$ cat config.mk
export PLATFORM = sky130hd
export DESIGN_NAME = pulse_bcd_display
export DESIGN_NICKNAME = d
export VERILOG_FILES = /design/src/rtl/pulse_bcd_display.sv
export SDC_FILE = /design/constraint.sdc
export NUM_CORES = 1
export LEC_CHECK = 0
export BUFFER_PORTS_ARGS = -buffer_cell sky130_fd_sc_hd__buf_4
export CAP_MARGIN = 15
export CORE_UTILIZATION = 55
export DETAILED_ROUTE_END_ITERATION = 16
export GPL_ROUTABILITY_DRIVEN = 0
export HOLD_SLACK_MARGIN = 0.05
export PLACE_DENSITY = 0.75
export SYNTH_ARGS = -nofsm -noshare
export SYNTH_HDL_FRONTEND = slang
export SYNTH_SLANG_ARGS = --single-unit
$ cat constraint.sdc
create_clock -name CLK100MHZ -period 2.5 [get_ports CLK100MHZ]
set_input_delay 0.125 -clock CLK100MHZ [delete_from_list [all_inputs] [get_ports CLK100MHZ]]
set_output_delay 0.125 -clock CLK100MHZ [all_outputs]
set_load 0.05 [all_outputs]
$ cat src/rtl/pulse_bcd_display.sv
// Pulse-rate display driver: sequential double-dabble binary-to-BCD conversion
// feeding a time-multiplexed 4-digit common-anode seven-segment display.
module pulse_bcd_display #(
  parameter int unsigned SCAN_DIV = 250000,
  parameter bit          BLANK_LZ = 1'b1
) (
  input  logic        CLK100MHZ,
  input  logic        rst,
  input  logic [15:0] value,
  output logic        busy,
  output logic [15:0] bcd,
  output logic        ovf,
  output logic [3:0]  an,
  output logic [6:0]  seg,
  output logic        dp
);

  localparam int unsigned CW = (SCAN_DIV > 1) ? $clog2(SCAN_DIV) : 1;

  typedef enum logic [1:0] {IDLE, LOAD, SHIFT, DONE} state_t;

  state_t        state, state_next;
  logic [15:0]   last_value;
  logic [31:0]   work;       // {bcd_work, bin}
  logic [31:0]   work_adj;
  logic          ovf_pend;
  logic [3:0]    iter;
  logic [CW-1:0] scan_cnt;
  logic [1:0]    idx;
  logic [3:0]    digit;
  logic          blank;
  logic [6:0]    seg_next;

  function automatic logic [6:0] seg_decode(input logic [3:0] d);
    case (d)
      4'd0:    return 7'b1000000;
      4'd1:    return 7'b1111001;
      4'd2:    return 7'b0100100;
      4'd3:    return 7'b0110000;
      4'd4:    return 7'b0011001;
      4'd5:    return 7'b0010010;
      4'd6:    return 7'b0000010;
      4'd7:    return 7'b1111000;
      4'd8:    return 7'b0000000;
      4'd9:    return 7'b0010000;
      default: return 7'b1111111;
    endcase
  endfunction

  // Conversion FSM state register
  always_ff @(posedge CLK100MHZ) begin
    if (rst) state <= IDLE;
    else     state <= state_next;
  end

  // Conversion FSM next-state logic
  always_comb begin
    state_next = state;
    case (state)
      IDLE:    if (value != last_value) state_next = LOAD;
      LOAD:    state_next = SHIFT;
      SHIFT:   if (iter == 4'd15) state_next = DONE;
      default: state_next = IDLE;
    endcase
  end

  assign busy = (state != IDLE);

  // Double-dabble add-3 step on each BCD nibble; nibbles never carry into each other
  always_comb begin
    work_adj = work;
    for (int unsigned i = 0; i < 4; i++) begin
      if (work[16 + 4*i +: 4] >= 4'd5)
        work_adj[16 + 4*i +: 4] = work[16 + 4*i +: 4] + 4'd3;
    end
  end

  // Conversion datapath: load, 16 shift iterations, publish result
  always_ff @(posedge CLK100MHZ) begin
    if (rst) begin
      last_value <= '0;
      work       <= '0;
      ovf_pend   <= 1'b0;
      iter       <= '0;
      bcd        <= '0;
      ovf        <= 1'b0;
    end else begin
      case (state)
        LOAD: begin
          last_value <= value;
          iter       <= '0;
          if (value > 16'd9999) begin
            work     <= {16'd0, 16'd9999};
            ovf_pend <= 1'b1;
          end else begin
            work     <= {16'd0, value};
            ovf_pend <= 1'b0;
          end
        end
        SHIFT: begin
          work <= work_adj << 1;
          iter <= iter + 4'd1;
        end
        DONE: begin
          bcd <= work[31:16];
          ovf <= ovf_pend;
        end
        default: ;
      endcase
    end
  end

  // Segment pattern for the digit currently selected, with leading-zero blanking
  always_comb begin
    digit = bcd[{idx, 2'b00} +: 4];
    blank = 1'b0;
    case (idx)
      2'd3:    blank = (bcd[15:12] == 4'd0);
      2'd2:    blank = (bcd[15:8]  == 8'd0);
      2'd1:    blank = (bcd[15:4]  == 12'd0);
      default: blank = 1'b0;
    endcase
    blank    = blank && BLANK_LZ;
    seg_next = blank ? 7'b1111111 : seg_decode(digit);
  end

  // Digit scanner; outputs are registered from the current index, so each
  // digit appears one cycle after its index and still gets SCAN_DIV cycles
  always_ff @(posedge CLK100MHZ) begin
    if (rst) begin
      scan_cnt <= '0;
      idx      <= '0;
      an       <= 4'b1111;
      seg      <= 7'b1111111;
      dp       <= 1'b1;
    end else begin
      if (scan_cnt == CW'(SCAN_DIV - 1)) begin
        scan_cnt <= '0;
        idx      <= idx + 2'd1;
      end else begin
        scan_cnt <= scan_cnt + CW'(1);
      end
      an  <= ~(4'b0001 << idx);
      seg <= seg_next;
      dp  <= ~((idx == 2'd3) && ovf);
    end
  end

endmodule

==> results.sh <==
export IMPL_dpl_cell_count=674
export IMPL_rsz0062_at_grt="false"
export IMPL_final_antenna_net_count=0
export IMPL_synth_edff_count=0
export IMPL_die_area_sq_um=9279
export IMPL_fin_cells=706
export IMPL_num_antenna_cells=0
export IMPL_power_switching_mw=1.525
export IMPL_yosys_warnings=0
export IMPL_dr_total_vias=3936
export IMPL_ys_types=48
export IMPL_finalCritPeriodShare_pct=80.36
export IMPL_finalClockSkew_ns=0.01116
export IMPL_fin_nets=635
export IMPL_ys_async_sr_fraction_pct=0
export IMPL_htree_levels=3
export IMPL_dp_hpwl_mm=6.946
export IMPL_hp_class="primary input to register"
export IMPL_post_drt_wl_per_cell_um=14.37
export IMPL_yosysTopAreaCellShare_pct=42.55
export IMPL_maxCapViolations=0
export IMPL_power_frac_comb_pct=29.8
export IMPL_grt_pass1_wl_mm=16.99
export IMPL_area_growth_pct=16.29
export IMPL_leakage_nw=2.248
export IMPL_worstPathRequired_ns=2.81
export IMPL_clk_path_buf_depth=2
export IMPL_drt_wl_total_mm=10.15
export IMPL_powerDensity_nw_per_um2=776.3
export IMPL_fp_row_count=34
export IMPL_yosys_register_bits=104
export IMPL_place_area_sq_um=5304
export IMPL_cts_sinks=104
export IMPL_maxSlewHeadroom_pct=50.59
export IMPL_worstSkewPairLatency_ns=0.38
export IMPL_switching_share_pct=34.53
export IMPL_cts_root_buf="clkbuf_8"
export IMPL_grt_pass1_vias=3742
export IMPL_synth_cell_area_sq_um=4893
export IMPL_syn_avg_cell_area_sq_um=9.130
export IMPL_coreArea_sq_um=8678
export IMPL_drt_iter0_markers=210
export IMPL_outcome="finished, final reports clean"
export IMPL_syn_nets=578
export IMPL_final_min_clock_period_ns=2.009
export IMPL_final_area_sq_um=5690
export IMPL_die_h_um=96.33
export IMPL_seqPwrFrac_pct=43.4
export IMPL_start_util_pct=56.39
export IMPL_setup_viol=0
export IMPL_post_cts_buffers=0
export IMPL_drive_gt1_share_pct=13.88
export IMPL_synthTopCellsByArea="dfxtp_1 (43%), mux2i_1 (8.0%), nor2_1 (7.4%), ha_1 (6.1%), xor2_1 (5.5%)"
export IMPL_clkTransAtPathRegs_ns=0.10
export IMPL_gr_total_overflow=0
export IMPL_slew_viol_final=0
export IMPL_port_buffers=47
export IMPL_clockPowerShare_pct=26.8
export IMPL_tightest_slew_ns=0.7385
export IMPL_critical_path_arrival_ns=2.32
export IMPL_antenna_found_initial=0
export IMPL_totalNegativeSetupSlack_ns=0
export IMPL_cts_buffers=9
export IMPL_yosysTopAreaCell="dfxtp_1"
export IMPL_r2r_cells=6
export IMPL_dieWidth_um=96.33
export IMPL_grt_use_total_pct=23.62
export IMPL_synth_seq_area_share_pct=42.55
export IMPL_cts_resized=0
export IMPL_io_pins=48
export IMPL_drc_errors=0
export IMPL_end_kind="register"
export IMPL_vdd_ir_drop_max_v=0.0004182
export IMPL_max_freq_mhz=497.7
export IMPL_p_int_mw=2.892
export IMPL_viasPerCell=5.575
export IMPL_synthCells=536
export IMPL_hold_violations=0
export IMPL_hold_path_depth=2
export IMPL_cp_max_fo=8
export IMPL_worstSetupStartpointType="register"
export IMPL_grt_start_max_net_pins=47
export IMPL_tritoncts="yes"
export IMPL_first_pass_iters=6
export IMPL_num_fill_cells=738
export IMPL_worstSetupPathType="register to register"
export IMPL_synth_ff_type="dfxtp_1"
-- placed cells by master, fill, tap and decap left out, types with 16 or more instances in the layout --
cell type      netlist  routed
mux2i_1             39      39
a21oi_1             31      31
xor2_1              31      31
dlygate4sd3_1        0      16
nor2_1              96      96
nand2_1             29      29
ha_1                24      24
buf_4                0      55
dfxtp_1            104     104
inv_1               20      20
-- worst paths after layout --
check                           start                     endpoint  slack (ns)
hold / removal                    rst  last_value[14]$_SDFFE_PP0N_        0.17
setup / recovery  idx[0]$_SDFFE_PP0N_            seg[3]$_SDFF_PP1_        0.49
setup reg to reg  idx[0]$_SDFFE_PP0N_            seg[3]$_SDFF_PP1_        0.49
hold reg to reg      ovf$_SDFFE_PP0N_                dp$_SDFF_PP1_        0.44
-- registers in the layout, summed over array words and instances (netlist names) --
signal / count
dp: 1
work: 32
iter: 4
seg: 7
last_value: 16
state: 2
bcd: 16
ovf_pend: 1
idx: 2
ovf: 1
an: 4
scan_cnt: 18
-- per-layer routing --
metal  GRT usage (%)  share of wire, %  vias to the layer above  routed length, um
li1                -                 -                     1963                  -
met1           30.07                46                     1867               4688
met2           39.24                48                       89               4831
met3           4.818               4.5                       17                453
met4           9.069               1.7                        0                173
met5               0                 0                        -                  0
-- cells in the mapped netlist, types with 11 or more instances --
cell	instances
mux2i_1	39
nand2_1	29
inv_1	20
xor2_1	31
nand3_1	12
o21ai_0	11
dfxtp_1	104
a21oi_1	31
nor2_1	96
clkbuf_1	13
ha_1	24
-- power groups by stage --
stage | combinational (mW) | clock, mW | sequential [mW]
global placement | 1.27 | 0 | 1.95
CTS | 1.31 | 1.20 | 1.92
floorplan | 0.946 | 0 | 1.96
detailed placement | 1.28 | 0 | 1.95
global route | 1.46 | 1.26 | 1.94
finish | 1.32 | 1.18 | 1.92
-- stage by stage --
stage                     hold WS, ns  worst slack, ns  utilization, %  total power [mW]
after floorplan                0.2645           0.6795               -             2.903
after global placement         0.3895           0.5560           61.12             3.216
after detailed placement       0.3956           0.4925           61.12             3.238
after CTS                      0.1620           0.4800           65.57             4.430
after global routing           0.1861           0.3353           65.57             4.664
final                          0.1676           0.4909           65.57             4.418
-- what timing repair did --
action,CTS,global route
hold buffers,16,0
endpoints found under the setup margin,0,0
endpoints found under the hold margin,21,0
-- kinds of logic after synthesis --
group,synth area share (%)
AND/OR/NAND/NOR,18.59
adder cells (fa/ha/maj),6.137
AO/OA/AOI/OAI,10.38
buffers and inverters,4.500
flip-flops,42.55
multiplexers,10.51
XOR/XNOR,7.338
-- layout make-up --
| type | instances | area (sq um) | area share, % |
|---|---|---|---|
| Sequential cell | 104 | 2082 | 36.59 |
| Tap cell | 108 | 135.1 | 2.375 |
| Clock buffer | 9 | 123.9 | 2.177 |
| Timing Repair Buffer | 71 | 573.1 | 10.07 |
| Inverter | 22 | 82.58 | 1.451 |
| Clock inverter | 7 | 102.6 | 1.803 |
| Multi-Input combinational cell | 385 | 2591 | 45.54 |
-- worst max-delay path, stage by stage, from the launching register on --
cell     delay (ns)
dfxtp_1        0.57
mux4_2         0.65
inv_1          0.14
ha_1           0.26
a21oi_1        0.14
nor2_1         0.05
o21ai_0        0.14
Note: power is estimated with default switching activity, not from simulation.
